==> config.mk <==
export PLATFORM = sky130hd
export DESIGN_NAME = lsu_rmw
export DESIGN_NICKNAME = d
export VERILOG_FILES = /design/src/rtl/lsu_pkg.sv /design/src/rtl/lsu_lane_merge.sv /design/src/rtl/lsu_rmw.sv
export SDC_FILE = /design/constraint.sdc
export NUM_CORES = 1
export LEC_CHECK = 0
export CAP_MARGIN = 10
export CORE_MARGIN = 10
export CORE_UTILIZATION = 43
export CTS_CLUSTER_DIAMETER = 40
export CTS_CLUSTER_SIZE = 10
export DETAILED_ROUTE_END_ITERATION = 10
export GPL_TIMING_DRIVEN = 0
export PLACE_DENSITY = 0.77
export REMOVE_ABC_BUFFERS = 1
export SYNTH_ARGS = -nofsm -noshare
export SYNTH_HDL_FRONTEND = slang
export SYNTH_SLANG_ARGS = --single-unit
==> constraint.sdc <==
create_clock -name clk -period 1.95 [get_ports clk]
set_input_delay 0.585 -clock clk [delete_from_list [all_inputs] [get_ports clk]]
set_output_delay 0.585 -clock clk [all_outputs]
set_load 0.05 [all_outputs]
==> src/rtl/lsu_pkg.sv <==
// Shared definitions for the load/store unit: size codes, FSM states and
// the alignment check used when a request is accepted.
package lsu_pkg;

  localparam logic [1:0] SZ_BYTE = 2'b00;
  localparam logic [1:0] SZ_HALF = 2'b01;
  localparam logic [1:0] SZ_WORD = 2'b10;
  localparam logic [1:0] SZ_ILL  = 2'b11;

  localparam int DEFAULT_MEM_WORDS = 64;

  typedef enum logic [1:0] {
    IDLE  = 2'd0,
    READ  = 2'd1,
    WRITE = 2'd2,
    RESP  = 2'd3
  } state_t;

  // Halves must sit on even bytes and words on 4-byte boundaries.
  // Bytes are always aligned; the illegal size code is checked separately.
  function automatic logic misaligned(input logic [1:0] size, input logic [1:0] addr_lo);
    logic bad;
    bad = 1'b0;
    case (size)
      SZ_HALF: bad = addr_lo[0];
      SZ_WORD: bad = (addr_lo != 2'b00);
      default: bad = 1'b0;
    endcase
    return bad;
  endfunction

endpackage

==> src/rtl/lsu_lane_merge.sv <==
// Combinational byte-lane logic: extracts and extends a load from the
// addressed lanes, and merges right-aligned store data into a memory word.
module lsu_lane_merge
  import lsu_pkg::*;
(
  input  logic [31:0] word,
  input  logic [1:0]  addr_lo,
  input  logic [1:0]  size,
  input  logic        uns,
  input  logic [31:0] wdata,
  output logic [31:0] load_data,
  output logic [31:0] store_word
);

  logic [31:0] shifted;
  logic [31:0] wdata_rep;
  logic [3:0]  lane_sel;

  // Bring the addressed byte down to bit 0 (little-endian lanes).
  assign shifted = word >> {addr_lo, 3'b000};

  // Sign- or zero-extend the extracted lane; word loads pass through.
  always_comb begin
    load_data = shifted;
    case (size)
      SZ_BYTE: load_data = {{24{~uns & shifted[7]}}, shifted[7:0]};
      SZ_HALF: load_data = {{16{~uns & shifted[15]}}, shifted[15:0]};
      default: load_data = shifted;
    endcase
  end

  // Replicate store data across lanes so each lane can pick its slice directly.
  always_comb begin
    wdata_rep = wdata;
    case (size)
      SZ_BYTE: wdata_rep = {4{wdata[7:0]}};
      SZ_HALF: wdata_rep = {2{wdata[15:0]}};
      default: wdata_rep = wdata;
    endcase
  end

  // Each lane takes new data only if the access covers it.
  genvar gi;
  generate
    for (gi = 0; gi < 4; gi++) begin : g_lane
      localparam logic [1:0] LANE = 2'(gi);
      assign lane_sel[gi] = (size == SZ_BYTE) ? (addr_lo == LANE) :
                            (size == SZ_HALF) ? (addr_lo[1] == LANE[1]) :
                            1'b1;
      assign store_word[8*gi +: 8] = lane_sel[gi] ? wdata_rep[8*gi +: 8] : word[8*gi +: 8];
    end
  endgenerate

endmodule

==> src/rtl/lsu_rmw.sv <==
// Load/store unit in front of a word-addressed data memory. One request is
// handled at a time: validate, optionally read, optionally write, respond.
// Sub-word stores are done as read-modify-write of the containing word.
module lsu_rmw
  import lsu_pkg::*;
#(
  parameter int MEM_WORDS = DEFAULT_MEM_WORDS
) (
  input  logic        clk,
  input  logic        rst_n,
  input  logic        req_valid,
  output logic        req_ready,
  input  logic        req_we,
  input  logic [1:0]  req_size,
  input  logic        req_unsigned,
  input  logic [31:0] req_addr,
  input  logic [31:0] req_wdata,
  output logic        resp_valid,
  input  logic        resp_ready,
  output logic [31:0] resp_rdata,
  output logic        resp_err,
  output logic [31:0] mem_a,
  output logic        mem_we,
  output logic [31:0] mem_wd,
  input  logic [31:0] mem_rd
);

  localparam logic [29:0] MEM_LIMIT = 30'(MEM_WORDS);

  state_t      state_reg, state_next;
  logic [31:0] addr_reg;
  logic [31:0] wdata_reg;
  logic [31:0] rdata_reg;
  logic [31:0] mem_wd_reg;
  logic [1:0]  size_reg;
  logic        we_reg;
  logic        uns_reg;
  logic        err_reg;

  logic        accept;
  logic        req_err;
  logic [31:0] load_data;
  logic [31:0] store_word;

  assign accept  = req_valid && (state_reg == IDLE);
  assign req_err = (req_size == SZ_ILL) ||
                   misaligned(req_size, req_addr[1:0]) ||
                   (req_addr[31:2] >= MEM_LIMIT);

  // Memory side is driven purely from latched request state.
  assign mem_a      = {addr_reg[31:2], 2'b00};
  assign mem_wd     = mem_wd_reg;
  assign resp_rdata = rdata_reg;
  assign resp_err   = err_reg;

  lsu_lane_merge u_lane_merge (
    .word       (mem_rd),
    .addr_lo    (addr_reg[1:0]),
    .size       (size_reg),
    .uns        (uns_reg),
    .wdata      (wdata_reg),
    .load_data  (load_data),
    .store_word (store_word)
  );

  // FSM state register; reset aborts any request in flight.
  always_ff @(posedge clk or negedge rst_n) begin
    if (!rst_n) begin
      state_reg <= IDLE;
    end else begin
      state_reg <= state_next;
    end
  end

  // Next-state logic and handshake/write-enable decode.
  always_comb begin
    state_next = state_reg;
    req_ready  = 1'b0;
    resp_valid = 1'b0;
    mem_we     = 1'b0;
    case (state_reg)
      IDLE: begin
        req_ready = 1'b1;
        if (req_valid) begin
          if (req_err) begin
            state_next = RESP;
          end else if (req_we && (req_size == SZ_WORD)) begin
            state_next = WRITE;
          end else begin
            state_next = READ;
          end
        end
      end
      READ: begin
        state_next = we_reg ? WRITE : RESP;
      end
      WRITE: begin
        mem_we     = 1'b1;
        state_next = RESP;
      end
      RESP: begin
        resp_valid = 1'b1;
        if (resp_ready) begin
          state_next = IDLE;
        end
      end
      default: state_next = IDLE;
    endcase
  end

  // Request latch, load result and write-data registers.
  always_ff @(posedge clk or negedge rst_n) begin
    if (!rst_n) begin
      addr_reg   <= '0;
      wdata_reg  <= '0;
      rdata_reg  <= '0;
      mem_wd_reg <= '0;
      size_reg   <= SZ_BYTE;
      we_reg     <= 1'b0;
      uns_reg    <= 1'b0;
      err_reg    <= 1'b0;
    end else begin
      if (accept) begin
        addr_reg  <= req_addr;
        wdata_reg <= req_wdata;
        size_reg  <= req_size;
        we_reg    <= req_we;
        uns_reg   <= req_unsigned;
        err_reg   <= req_err;
        rdata_reg <= '0;
        // Word stores skip the read, so their data is final right away.
        if (req_we) begin
          mem_wd_reg <= req_wdata;
        end
      end else if (state_reg == READ) begin
        if (we_reg) begin
          mem_wd_reg <= store_word;
        end else begin
          rdata_reg <= load_data;
        end
      end
    end
  end

endmodule

==> out/qor.yml, run 1 <==
drt:
  drt_wl_total_mm: 24.53
  drt_via_density: 5.514
  dr_total_vias: 6484
  detail_route.first_pass.iterations: 6
  drt-initial-drc-count: 680
  drt.antenna.violating_nets: 0
  detailed_route_wire_length_per_cell_um: 20.86
  drc_violation_count_after_routing: 0
sta:
  max_clock_freq_mhz: 497.9
  drv_slew: 0
  post-route-min-period_ps: 2009
  worst_slew_margin_rel_pct: 51.61
  whs_ps: 195.3
  setup_slack_ps: -58.53
  timing.final.setup_violations: 18
  clock_skew_ps: 9.788
  post-route-period-util_pct: 103.0
  setup_tns_ps: -734.8
  worst-slew-pin-transition_ps: 725.8
  rsz0062_at_grt: "yes"
  timing_hold_violations_final: 0
floorplanning:
  ioPinCount: 204
  row_count: 46
  die_height_um: 147.2
  effective_utilization_at_floorplan_pct: 43.79
  die_x_um: 147.2
  dieArea_um2: 21660
  core_region_area_um2: 15890
placement:
  placedInstanceArea_um2: 8880
  io_buffer_count: 201
  dp_worst_setup_slack_ps: -1442
  place_hpwl_mm: 16.05
  place_congestion: 0.8448
clocking:
  clk_path_buf_depth: 2
  cts_tree: "done"
  cts_made_buffers: 17
  clock_latency_late_sink_ps: 420
  clk_pin_slew_ps: 60
  cts-root-buf: "sky130_fd_sc_hd__clkbuf_16"
  h_tree_levels: 4
  cts_sinks: 135
finish:
  flow.area_growth_from_synthesis_pct: 41.77
  final_nets: 1056
  nFillCells: 1325
  area.sequential_um2: 3388
  drive_gt1_share_pct: 12.53
  final_cell_area_um2: 9861
  multi_input_gate_area_in_the_final_layout_um2: 3322
synth:
  ys_seq_area_share_pct: 48.57
  synthesis.area_um2: 6955
  synth_area_leader_cell: "sky130_fd_sc_hd__dfrtp_1"
  yosys_most_used_dff: "sky130_fd_sc_hd__dfrtp_1"
  synth_enable_flop_cells: 0
  proportion_of_netlist_area_held_by_the_largest_area_contributor_pct: 48.57
  yosysWarnings: 0
  synth_common_cells: "sky130_fd_sc_hd__nand2_1 (247), sky130_fd_sc_hd__dfrtp_1 (135), sky130_fd_sc_hd__o21ai_0 (66)"
  synth.lib_cells_used.distinct: 41
  yosysMostFrequentCell: "sky130_fd_sc_hd__nand2_1"
  synth.top_cells.by_area: "sky130_fd_sc_hd__dfrtp_1 (49%), sky130_fd_sc_hd__nand2_1 (13%), sky130_fd_sc_hd__mux2i_1 (4.9%)"
  avg_synthesized_cell_area_um2: 8.929
  synth-seq-cells: 135
  synthCells: 779
  synthArstFlopShare_pct: 100.0
pwr:
  leakage_dissipation_nw: 4.785
  totalPowerFinal_mw: 17.80
  pwr_dens_nw_per_um2: 1805
  worst_vdd_ir_mv: 0.8296
worst_setup_path:
  crit_path_top_delay_cell: "sky130_fd_sc_hd__mux4_2"
  critical_path.endpoint_type: "register"
  crit_path_cell_trace: "clkdlybuf4s15_1, mux2i_1, mux4_2, nor4_4, buf_4, clkbuf_16, a221o_1"
  cp_startpoint_kind: "primary input"
  worst_flop_to_flop_path_endpoint: "mem_wd[11]"
  cp_max_fo: 8
  ff_to_ff_path_depth: 4
  worstPathArrival_ps: 2360
  crit_type: "primary input to register"
  slowest_delay_ps: 510
  worstPathRequired_ps: 2300
  r2r_setup_slack_ps: -20
  reg_to_reg_critical_path_startpoint: "size_reg[1]"
global_routing:
  grtUsageTotal_pct: 21.26
  wire_length_of_the_first_global_routing_pass_mm: 36.67
  gr-max-usage-layer: "met2"
  grt_remaining_overflow: 0
  grtUsageMet1_pct: 27.33
  grt_antenna_before_repair: 2
  met2_usage_pct: 33.86
  met3_usage_pct: 5.467
  grt_pass1_vias: 6331
  grt_start_max_net_pins: 77
outcome:
  failed_checks: "setup timing"
  outcome: "finished with violations"
min_path:
  worst_hold_path_type: "primary input to async pin"
job:
  cap_viol_max_count: 0
metal layers:
| layer | routed length (um) | vias to the layer above |
|---|---|---|
| met5 | 0 | - |
| li1 | - | 3002 |
| met3 | 2164 | 39 |
| met4 | 629 | 0 |
| met1 | 9848 | 3092 |
| met2 | 11890 | 351 |
cell type report:
cell class / count / area share [%]
flip-flops and latches: 135 / 34.36
multi-input cells: 558 / 33.69
repair buffers: 225 / 23.16
clock buffers: 21 / 4.669
well taps: 216 / 2.741
clock inverters: 11 / 1.028
inverters: 8 / 0.3045
diodes: 2 / 0.05075
through the flow:
| stage | cells | util (%) |
|---|---|---|
| 2_1_floorplan | 696 | - |
| 3_3_place_gp | 1113 | 55.32 |
| 3_5_place_dp | 1117 | 55.90 |
| 4_1_cts | 1158 | 60.23 |
| 5_1_grt | 1176 | 62.07 |
| 6_report | 1176 | 62.07 |
layout by cell type, fill, tap and decap left out, types with 3 or more instances in the layout:
cell                                n
sky130_fd_sc_hd__nand2_1          245
sky130_fd_sc_hd__dfrtp_1          131
sky130_fd_sc_hd__clkdlybuf4s50_1   96
sky130_fd_sc_hd__dlygate4sd2_1     77
sky130_fd_sc_hd__o21ai_0           65
sky130_fd_sc_hd__a21oi_1           40
sky130_fd_sc_hd__mux2i_1           34
sky130_fd_sc_hd__and3_1            24
sky130_fd_sc_hd__clkbuf_16         20
sky130_fd_sc_hd__clkdlybuf4s15_1   17
sky130_fd_sc_hd__mux2_2            15
sky130_fd_sc_hd__a221o_1           15
sky130_fd_sc_hd__nor2_1            14
sky130_fd_sc_hd__o31ai_1           10
sky130_fd_sc_hd__a22o_1             8
sky130_fd_sc_hd__or3_1              8
sky130_fd_sc_hd__buf_4              8
sky130_fd_sc_hd__nand3b_1           7
sky130_fd_sc_hd__inv_1              6
sky130_fd_sc_hd__a221oi_1           6
sky130_fd_sc_hd__a211oi_1           6
sky130_fd_sc_hd__nor4_1             5
sky130_fd_sc_hd__buf_6              5
sky130_fd_sc_hd__ha_1               4
sky130_fd_sc_hd__clkinvlp_4         4
sky130_fd_sc_hd__buf_12             4
sky130_fd_sc_hd__nor3_1             3
sky130_fd_sc_hd__clkinv_2           3
sky130_fd_sc_hd__clkinv_4           3
sky130_fd_sc_hd__dlymetal6s2s_1     3
sky130_fd_sc_hd__buf_8              3
sky130_fd_sc_hd__clkbuf_2           3
timing repair:
| action | 4_1_cts | 5_1_grt |
|---|---|---|
| hold buffers | 0 | 0 |
| cloned | 5 | 4 |
| buffers inserted | 4 | 12 |
| setup endpoints to repair | 229 | 109 |
| pin swaps | 3 | 3 |
| gates resized for setup | 148 | 40 |
how the worst max path moves through the flow:
stage                     end  slack, ps    startpoint
2_1_floorplan  resp_rdata[24]      -2230  state_reg[0]
3_3_place_gp   resp_rdata[25]      -5200         rst_n
3_5_place_dp       mem_wd[17]      -1440        req_we
4_1_cts            mem_wd[10]          1    mem_wd[10]
5_1_grt            mem_wd[18]       -100   size_reg[0]
6_report       resp_rdata[21]        -60    mem_rd[31]
cell families after synthesis:
family	share of synthesized area, %
simple gates	20.54
mux	7.969
buf+inv	6.961
other cells	0.05391
compound gates	14.64
fa+ha+maj	1.259
flops	48.57
power breakdown:
group | switching [mW] | internal, mW
logic | 6.48 | 3.28
registers | 0.972 | 4.01
clock network | 1.24 | 1.82
critical path, delay by kind of cell:
family,cells,cell delay (ps)
simple gates,1,230
compound gates,1,100
buf+inv,3,750
mux,2,700
No activity file was read; power rests on OpenSTA's default activity.
==> inputs of run 2 (changes only) <==
--- a/config.mk
+++ b/config.mk
@@ -7,5 +7,5 @@
 export LEC_CHECK = 0
 export CAP_MARGIN = 10
-export CORE_MARGIN = 10
+export CORE_MARGIN = 2
 export CORE_UTILIZATION = 43
 export CTS_CLUSTER_DIAMETER = 40
==> constraint.sdc (replaced) <==
create_clock -name clk -period 1.95 [get_ports clk]
set_input_delay 0.585 -clock clk [delete_from_list [all_inputs] [get_ports clk]]
set_output_delay 0.585 -clock clk [all_outputs]
set_load 0.02 [all_outputs]
==> run 2 against run 1 <==
Critical path depth shrank 4. Largest cell class unchanged. Highest routed layer unchanged. Via count shrank 1.6%. Clock skew shrank 0.69 ps. Die area shrank 21%. Largest power group unchanged. Register-to-register slack gained 60 ps. Routed wire length shrank 8.0%. Fmax grew 5.0%. The run now ends clean.
==> out/qor.yml, run 2 (synthesis gave the netlist of run 1 again) <==
outcome:
  outcome: "complete, no violations"
drt:
  detail_route.first_pass.iterations: 6
  detailed_route_wire_length_per_cell_um: 19.28
  drt_wl_total_mm: 22.56
  dr_total_vias: 6383
  drc_violation_count_after_routing: 0
  drt-initial-drc-count: 582
  drt.antenna.violating_nets: 0
  drt_via_density: 5.456
worst_setup_path:
  r2r_setup_slack_ps: 40
  worstPathArrival_ps: 1330
  ff_to_ff_path_depth: 7
  worstPathRequired_ps: 1360
  crit_path_cell_trace: "inv_2, ha_4, buf_6"
  critPathLaunch: "state_reg[0]"
  cp_startpoint_kind: "register"
  worst_flop_to_flop_path_endpoint: "resp_rdata[19]"
  cp_max_fo: 8
  reg_to_reg_critical_path_startpoint: "state_reg[0]"
  critical_path.endpoint_type: "output pin"
  crit_path_top_delay_cell: "sky130_fd_sc_hd__dfrtp_1"
  crit_type: "register to output pin"
  slowest_delay_ps: 420
pwr:
  totalPowerFinal_mw: 16.39
  leakage_dissipation_nw: 4.881
  pwr_dens_nw_per_um2: 1659
  worst_vdd_ir_mv: 0.7815
sta:
  worst_slew_margin_rel_pct: 58.18
  rsz0062_at_grt: "yes"
  timing.final.setup_violations: 0
  timing_hold_violations_final: 0
  worst-slew-pin-transition_ps: 627.3
  post-route-min-period_ps: 1912
  post-route-period-util_pct: 98.06
  drv_slew: 0
  clock_skew_ps: 9.093
  whs_ps: 158.0
  max_clock_freq_mhz: 523.0
clocking:
  clk_path_buf_depth: 2
  cts-root-buf: "sky130_fd_sc_hd__clkbuf_16"
  clk_pin_slew_ps: 60
  h_tree_levels: 4
  cts_tree: "done"
  clock_latency_late_sink_ps: 430
  cts_sinks: 135
  cts_made_buffers: 17
floorplanning:
  die_x_um: 131.2
  core_region_area_um2: 15830
  effective_utilization_at_floorplan_pct: 43.94
  dieArea_um2: 17210
  row_count: 46
  die_height_um: 131.2
  ioPinCount: 204
global_routing:
  grt_start_max_net_pins: 71
  grt_pass1_vias: 6211
  wire_length_of_the_first_global_routing_pass_mm: 34.79
  grt_remaining_overflow: 0
  grtUsageTotal_pct: 25.84
  grt_antenna_before_repair: 0
finish:
  nFillCells: 1360
  final_nets: 1053
  drive_gt1_share_pct: 11.32
  insertedDiodeCount: 0
  highest_count_cells_in_the_layout_ignoring_fill_and_taps: "sky130_fd_sc_hd__nand2_1 (245), sky130_fd_sc_hd__dfrtp_1 (131), sky130_fd_sc_hd__clkdlybuf4s50_1 (99), sky130_fd_sc_hd__dlygate4sd2_1 (91), sky130_fd_sc_hd__o21ai_0 (65)"
  area.sequential_um2: 3391
  flow.area_growth_from_synthesis_pct: 42.00
  layout.cells.most_common: "sky130_fd_sc_hd__nand2_1"
  multi_input_gate_area_in_the_final_layout_um2: 3266
  final_cell_area_um2: 9877
placement:
  place_hpwl_mm: 14.35
  place_congestion: 0.8460
  io_buffer_count: 201
  placedInstanceArea_um2: 8906
job:
  cap_viol_max_count: 0
min_path:
  worst_hold_path_type: "primary input to async pin"
==> run 2: how the worst max path moves through the flow <==
stage | slack [ps] | cells after the start | endpoint
6_report | 40 | 3 | req_ready
5_1_grt | -20 | 7 | resp_rdata[19]
4_1_cts | 0.3 | 1 | resp_rdata[7]
3_5_place_dp | -1500 | 6 | resp_rdata[25]
3_3_place_gp | -5140 | 1 | resp_rdata[2]
2_1_floorplan | -2060 | 6 | resp_rdata[24]
==> run 2: cell type report <==
type	instances	area share, %
Inverter	8	0.3420
Clock inverter	12	2.268
Clock buffer	19	4.586
Timing Repair Buffer	223	22.68
Tap cell	216	2.736
Multi-Input combinational cell	557	33.06
Sequential cell	135	34.33
==> run 2: layer usage <==
layer | part of all wire (%) | global-route usage [%]
met4 | 2.8 | 9.601
met5 | 0 | 0
met2 | 47 | 40.76
met1 | 43 | 34.90
met3 | 7.2 | 5.980
==> run 2: stage by stage <==
stage | setup WS (ps) | TNS [ps] | util (%) | std cells
3_5_place_dp | -1505 | -97310 | 56.27 | 1118
2_1_floorplan | -2063 | -135160 | - | 696
4_1_cts | 0.2796 | 0 | 61.30 | 1160
3_3_place_gp | -5143 | -1022350 | 55.52 | 1113
6_report | 37.90 | 0 | 62.40 | 1170
5_1_grt | -20.50 | -109.7 | 62.40 | 1170
==> run 2: critical path, delay by kind of cell (launching register included) <==
family	cells	cell delay [ps]
DFF	1	420
buffers and inverters	2	250
adders and majority gates	1	240
==> run 2: repair_timing <==
item	in CTS	in global routing
gates resized for setup	128	24
gates cloned	5	1
buffers inserted	6	9
pin swaps	4	4
hold buffers	0	0
setup endpoints to repair	224	110
==> run 2: report_power, final <==
group          total (mW)  leakage [nW]  switching (mW)  internal, mW
combinational        7.65          2.86            4.40          3.25
sequential           5.03          1.69            1.01          4.02
clock                3.71         0.329            1.25          2.46
